`config.mk`:
```
export PLATFORM = sky130hd
export DESIGN_NAME = branch_target_buffer_flat
export DESIGN_NICKNAME = d
export VERILOG_FILES = /design/src/rtl/branch_target_buffer_pkg.sv /design/src/rtl/branch_target_buffer_if.sv /design/src/rtl/branch_target_buffer_sat_counter2.sv /design/src/rtl/branch_target_buffer.sv /design/src/flat_wrapper.sv
export SDC_FILE = /design/constraint.sdc
export NUM_CORES = 1
export LEC_CHECK = 0
export CAP_MARGIN = 20
export CORE_MARGIN = 3
export CORE_UTILIZATION = 60
export DETAILED_ROUTE_END_ITERATION = 6
export PLACE_DENSITY = 0.78
export SETUP_SLACK_MARGIN = 0.5
export SYNTH_ARGS = -nofsm -noshare
export SYNTH_HDL_FRONTEND = slang
export SYNTH_SLANG_ARGS = --single-unit
```
`constraint.sdc`:
```
create_clock -name clk -period 10.8 [get_ports clk]
set_clock_uncertainty 0.1 [all_clocks]
set_input_delay 1.62 -clock clk [delete_from_list [all_inputs] [get_ports clk]]
set_output_delay 1.62 -clock clk [all_outputs]
set_load 0.02 [all_outputs]
```
`src/rtl/branch_target_buffer_pkg.sv`:
```
// rtl/branch_target_buffer_pkg.sv - shared constants and types for the branch target buffer
package branch_target_buffer_pkg;

    localparam int BTB_ENTRIES_DEF = 16;

    typedef logic [1:0] ctr_t;

    localparam ctr_t SNT = 2'b00;
    localparam ctr_t WNT = 2'b01;
    localparam ctr_t WT  = 2'b10;
    localparam ctr_t ST  = 2'b11;

endpackage

```
`src/rtl/branch_target_buffer_if.sv`:
```
// rtl/branch_target_buffer_if.sv - fetch lookup and EXE update bundle for the branch target buffer
interface branch_target_buffer_if;

    logic [31:0] PC_IF;
    logic        take_pre;
    logic [31:0] Pre_Target;
    logic        upd_valid;
    logic [31:0] upd_pc;
    logic        upd_taken;
    logic [31:0] upd_target;
    logic        btb_clear;

    modport master (
        output PC_IF, upd_valid, upd_pc, upd_taken, upd_target, btb_clear,
        input  take_pre, Pre_Target
    );

    modport slave (
        input  PC_IF, upd_valid, upd_pc, upd_taken, upd_target, btb_clear,
        output take_pre, Pre_Target
    );

endinterface

```
`src/rtl/branch_target_buffer_sat_counter2.sv`:
```
// rtl/branch_target_buffer_sat_counter2.sv - 2-bit saturating direction counter, next-value logic
module sat_counter2
    import branch_target_buffer_pkg::*;
(
    input  ctr_t cur,
    input  logic en,
    input  logic inc,
    output ctr_t nxt
);

    always_comb begin
        nxt = cur;
        if (en) begin
            if (inc) begin
                if (cur != ST) nxt = cur + 2'd1;
            end else begin
                if (cur != SNT) nxt = cur - 2'd1;
            end
        end
    end

endmodule

```
`src/rtl/branch_target_buffer.sv`:
```
// rtl/branch_target_buffer.sv - direct-mapped BTB with combinational lookup and single-cycle update
module branch_target_buffer
    import branch_target_buffer_pkg::*;
#(
    parameter int BTB_ENTRIES = BTB_ENTRIES_DEF,
    parameter int IDX_W       = $clog2(BTB_ENTRIES)
) (
    input  logic                   clk,
    input  logic                   resetn,
    branch_target_buffer_if.slave  bus
);

    localparam int TAG_W = 32 - IDX_W - 2;

    logic [BTB_ENTRIES-1:0] valid_q;
    logic [TAG_W-1:0]       tag_q    [BTB_ENTRIES];
    logic [29:0]            target_q [BTB_ENTRIES];
    ctr_t                   ctr_q    [BTB_ENTRIES];
    ctr_t                   ctr_nxt  [BTB_ENTRIES];
    logic [BTB_ENTRIES-1:0] ctr_en;

    logic [IDX_W-1:0] lk_idx;
    logic [TAG_W-1:0] lk_tag;
    logic             lk_hit;

    logic [IDX_W-1:0] up_idx;
    logic [TAG_W-1:0] up_tag;
    logic             up_hit;
    logic             do_upd;
    logic             do_alloc;
    logic             do_train;

    logic unused_low_bits;
    assign unused_low_bits = ^{bus.PC_IF[1:0], bus.upd_pc[1:0], bus.upd_target[1:0]};

    // Lookup reads the arrays directly, so a same-cycle update is not visible until the next cycle.
    assign lk_idx = bus.PC_IF[IDX_W+1:2];
    assign lk_tag = bus.PC_IF[31:IDX_W+2];
    assign lk_hit = valid_q[lk_idx] && (tag_q[lk_idx] == lk_tag);

    always_comb begin
        bus.take_pre   = 1'b0;
        bus.Pre_Target = 32'h0;
        if (lk_hit) begin
            bus.take_pre   = ctr_q[lk_idx][1];
            bus.Pre_Target = {target_q[lk_idx], 2'b00};
        end
    end

    assign up_idx   = bus.upd_pc[IDX_W+1:2];
    assign up_tag   = bus.upd_pc[31:IDX_W+2];
    assign up_hit   = valid_q[up_idx] && (tag_q[up_idx] == up_tag);
    assign do_upd   = bus.upd_valid && !bus.btb_clear;
    assign do_train = do_upd && up_hit;
    assign do_alloc = do_upd && !up_hit && bus.upd_taken;

    always_comb begin
        ctr_en = '0;
        if (do_train) ctr_en[up_idx] = 1'b1;
    end

    for (genvar i = 0; i < BTB_ENTRIES; i++) begin : g_ctr
        sat_counter2 u_ctr (
            .cur (ctr_q[i]),
            .en  (ctr_en[i]),
            .inc (bus.upd_taken),
            .nxt (ctr_nxt[i])
        );
    end

    always_ff @(posedge clk or negedge resetn) begin
        if (!resetn) begin
            valid_q <= '0;
        end else if (bus.btb_clear) begin
            valid_q <= '0;
        end else if (do_alloc) begin
            valid_q[up_idx] <= 1'b1;
        end
    end

    // Payload arrays carry no reset; valid_q alone decides whether an entry is visible.
    always_ff @(posedge clk) begin
        if (do_alloc) begin
            tag_q[up_idx]    <= up_tag;
            target_q[up_idx] <= bus.upd_target[31:2];
            ctr_q[up_idx]    <= WT;
        end else if (do_train) begin
            ctr_q[up_idx] <= ctr_nxt[up_idx];
            if (bus.upd_taken) target_q[up_idx] <= bus.upd_target[31:2];
        end
    end

endmodule

```
`src/flat_wrapper.sv`:
```
// flat-port wrapper written by rule: the top's interface ports become plain ports
module branch_target_buffer_flat import branch_target_buffer_pkg::*;
#(
    parameter int BTB_ENTRIES = BTB_ENTRIES_DEF,
    parameter int IDX_W       = $clog2(BTB_ENTRIES)
)
  (clk, resetn, bus_PC_IF, bus_upd_valid, bus_upd_pc, bus_upd_taken, bus_upd_target, bus_btb_clear, bus_take_pre, bus_Pre_Target);
  branch_target_buffer_if bus_i ();
  input  logic clk;
  input  logic resetn;
  input wire logic [$bits(bus_i.PC_IF)-1:0] bus_PC_IF;
  input wire logic [$bits(bus_i.upd_valid)-1:0] bus_upd_valid;
  input wire logic [$bits(bus_i.upd_pc)-1:0] bus_upd_pc;
  input wire logic [$bits(bus_i.upd_taken)-1:0] bus_upd_taken;
  input wire logic [$bits(bus_i.upd_target)-1:0] bus_upd_target;
  input wire logic [$bits(bus_i.btb_clear)-1:0] bus_btb_clear;
  output wire logic [$bits(bus_i.take_pre)-1:0] bus_take_pre;
  output wire logic [$bits(bus_i.Pre_Target)-1:0] bus_Pre_Target;
  assign bus_i.PC_IF = bus_PC_IF;
  assign bus_i.upd_valid = bus_upd_valid;
  assign bus_i.upd_pc = bus_upd_pc;
  assign bus_i.upd_taken = bus_upd_taken;
  assign bus_i.upd_target = bus_upd_target;
  assign bus_i.btb_clear = bus_btb_clear;
  assign bus_take_pre = bus_i.take_pre;
  assign bus_Pre_Target = bus_i.Pre_Target;
  branch_target_buffer #(.BTB_ENTRIES(BTB_ENTRIES), .IDX_W(IDX_W)) u_core (.clk(clk), .resetn(resetn), .bus(bus_i));
endmodule
```
==> run metrics <==
cell count after synthesis=between 2000 and 2500; r2r endpoint=u_core.ctr_q[8][0]$_DFFE_PP_; Hold Violations, Final=0; Residual DRC=6; Starting Density=about three fifths; pwr dens=about 170 mW/mm²; via/cell ratio=7.17; dpl hpwl=about 58 mm; CP Launch Point=bus_PC_IF[3]; HP Start=u_core.valid_q[14]$_DFFE_PN0P_; vias in the first global route=about 24000; Slew @ Worst Pin=1.23 ns; Yosys cell types=between 70 and 80; first-pass GRT wire length=159 mm; CTS resizes=0; hold worst-path end=u_core.valid_q[14]$_DFFE_PN0P_; Hold Buf Count CTS=0; total number of vias=23097; DR WL/cell=approximately 33 µm; Hold Path Depth=2; Max clock buf depth=3; Die Height=around 270 µm; yosys warns=0; share of layout cells above drive strength 1=around a quarter; pins over their slew limit=0; RSZ-0062 raised after global routing=no; Peak supply drop=~0.00013 V; failing checks=DRC; status=finished, violations left; clock sinks=roughly 940; H-tree Lvls=3; Core Area=0.0678 mm²; max-cap viol count=0; PnR worst setup slack=2.53 ns; min Tclk post-route=8.27 ns; Final nets=2370; All-Layer GR Usage=a little under a third; post-route ant nets=0; Port Buffers=approximately 130; asr flop ratio synth=1.69%; CTS tree=yes; die width=269 µm; Yosys top cell area share=67.2%; Crit Reg-Reg Startpoint=u_core.tag_q[9][4]$_DFFE_PP_; post-synthesis register bit count=944; leading area contributor after synthesis=edfxtp_1; CP max FO=74; worst-path cell chain=buf_6 -> buf_4 -> mux4_2 -> mux4_2 -> xnor2_1 -> nand4_1 -> nor4_1 -> nand4_1 -> buf_4 -> nor2b_1 -> clkdlybuf4s50_1; IO Count=134; row cnt=95; Detailed Route WL=~110 mm; worst endpoint data arrival time=6.55 ns; r2r setup slk=5.53 ns; Synth area leaders=edfxtp_1 (67%), mux4_2 (18%), mux2i_1 (3.2%), dfrtp_1 (0.97%), nor2_1 (0.91%); largest net degree at the start of global routing=92; initial antenna violation count=5; Rel. slew slack=18.3%; grt ovf=0; Critical Path Slowest Stage Cell=buf_6; Setup TNS=0 ns; CTS Buf Count=92; drt first pass iters=7; R2R cell count=11; Critical Path Start Type=input port; Die ar.=around 0.072 mm²; Synth top cells by count=edfxtp_1 (928), mux4_2 (337), mux2i_1 (134); Post-Synthesis Cell Area=0.0415 mm²; CP Capture Type=primary output; Crit path required time=about 9.1 ns; Leak=15.0 nW; worst slack at placement=between 2 and 3 ns; worst skew pair latency=0.66 ns; Post-synth EDFFs=928; Fill cells=4056; worst min path class=flip-flop to flip-flop; syn avg cell area=19.6 µm²; area grow syn2layout=13.2%; Top FF cell, synth=edfxtp_1; final worst-path cycle share=around three quarters; Final setup violation count=0; 1st-iter DRT viols=approximately 3200; CTS clk-pin slew, worst paths=0.06 ns; gpl congestion=0.873; CP max stage delay=0.74 ns; Seq/Total Area, Yosys=68.2%; post-CTS setup buffer count=0; clk root buf=clkbuf_16; critical path class=input port to primary output; most common cell in the netlist=edfxtp_1; Fmax=121 MHz
[flip-flops by register name (all words and copies together) (netlist names)]
register,count
u_core.ctr_q,32
u_core.tag_q,416
u_core.valid_q,16
u_core.target_q,480
[power by group]
group	internal (mW)	switching, mW	total [mW]	leakage, nW
Combinational	0.235	0.299	0.534	4.92
Clock	1.85	1.38	3.23	1.50
Sequential	4.05	0.00943	4.06	8.62
Total	6.13	1.68	7.82	15.0
[stage by stage]
step                      area [µm²]  std cells  hold slack (ns)  power [mW]  util [%]
after floorplan                41500       2120            0.378        4.46         -
after global placement         43900       3048            0.397        4.64      64.8
after detailed placement       43900       3048            0.419        4.66      64.8
after CTS                      46900       3217            0.435        7.85      69.2
after global routing           46900       3218            0.459        8.03      69.2
final                          46900       3222            0.439        7.82      69.3
[routing by layer]
layer / track usage [%] / part of all wire [%] / vias up
met3: 7.06 / 11 / 311
met2: 49.7 / 50 / 1580
met5: 0 / 0.012 / -
met4: 10.2 / 3.2 / 2
li1: - / - / 9226
met1: 41.6 / 36 / 11978
[critical path: cells and delay by family]
| kind | cells | cell delay [ns] |
|---|---|---|
| xor gates and xnor gates | 1 | 0.18 |
| muxes | 2 | 0.97 |
| and+or+nand+nor | 4 | 1.32 |
| buffers and inverters | 4 | 2.25 |
[cell families after synthesis]
group / share of synthesized area (%)
AND/OR/NAND/NOR: 3.54
buffers and inverters: 1.64
adder cells (fa/ha/maj): 0.0483
AO/OA/AOI/OAI: 3.34
flip-flops: 68.2
XOR/XNOR: 1.06
multiplexers: 22.2
other: 0.00905
[worst max-delay path by stage]
| stage | endpoint | slack [ns] | cells past startpoint |
|---|---|---|---|
| 2_1_floorplan | bus_Pre_Target[10] | 4.10 | 10 |
| 3_3_place_gp | bus_Pre_Target[17] | 2.76 | 11 |
| 3_5_place_dp | bus_Pre_Target[20] | 2.63 | 11 |
| 4_1_cts | bus_Pre_Target[20] | 2.49 | 11 |
| 5_1_grt | bus_Pre_Target[20] | 2.34 | 11 |
| 6_report | bus_Pre_Target[20] | 2.53 | 11 |
[layout make-up]
cell class              count  area [µm²]  share of cell area [%]
multi-input cells        1032       12700                    27.2
repair buffers            189        1740                    3.70
inverters                  10        37.5                  0.0800
diodes                      5        12.5                  0.0267
clock buffers             109        2390                    5.09
flip-flops and latches    944       28300                    60.2
well taps                 873        1090                    2.33
clock inverters            60         649                    1.38
[layout by cell type (no fill, tap or decap), types with 6 or more instances in the layout]
cell type and instances:
bufinv_16 11, nor2b_1 39, edfxtp_1 928, nand2_1 57, clkdlybuf4s50_1 118, a31oi_1 10, nor2_4 28, nand2b_1 6
nand4_1 11, mux4_2 337, nand3_1 16, mux2_2 17, a22oi_1 38, clkinv_1 17, o21ai_0 24, a21oi_1 29
nor4_1 9, clkbuf_16 93, nor2_1 71, a22o_1 10, clkbuf_1 16, dfrtp_1 16, xor2_1 21, clkinv_2 26
buf_4 66, xnor2_1 29, inv_1 9, a211oi_1 7, nor3_1 15, o22ai_1 15, and3_1 9, mux2i_1 134
a221oi_1 7
No activity file was read; power rests on OpenSTA's default activity.
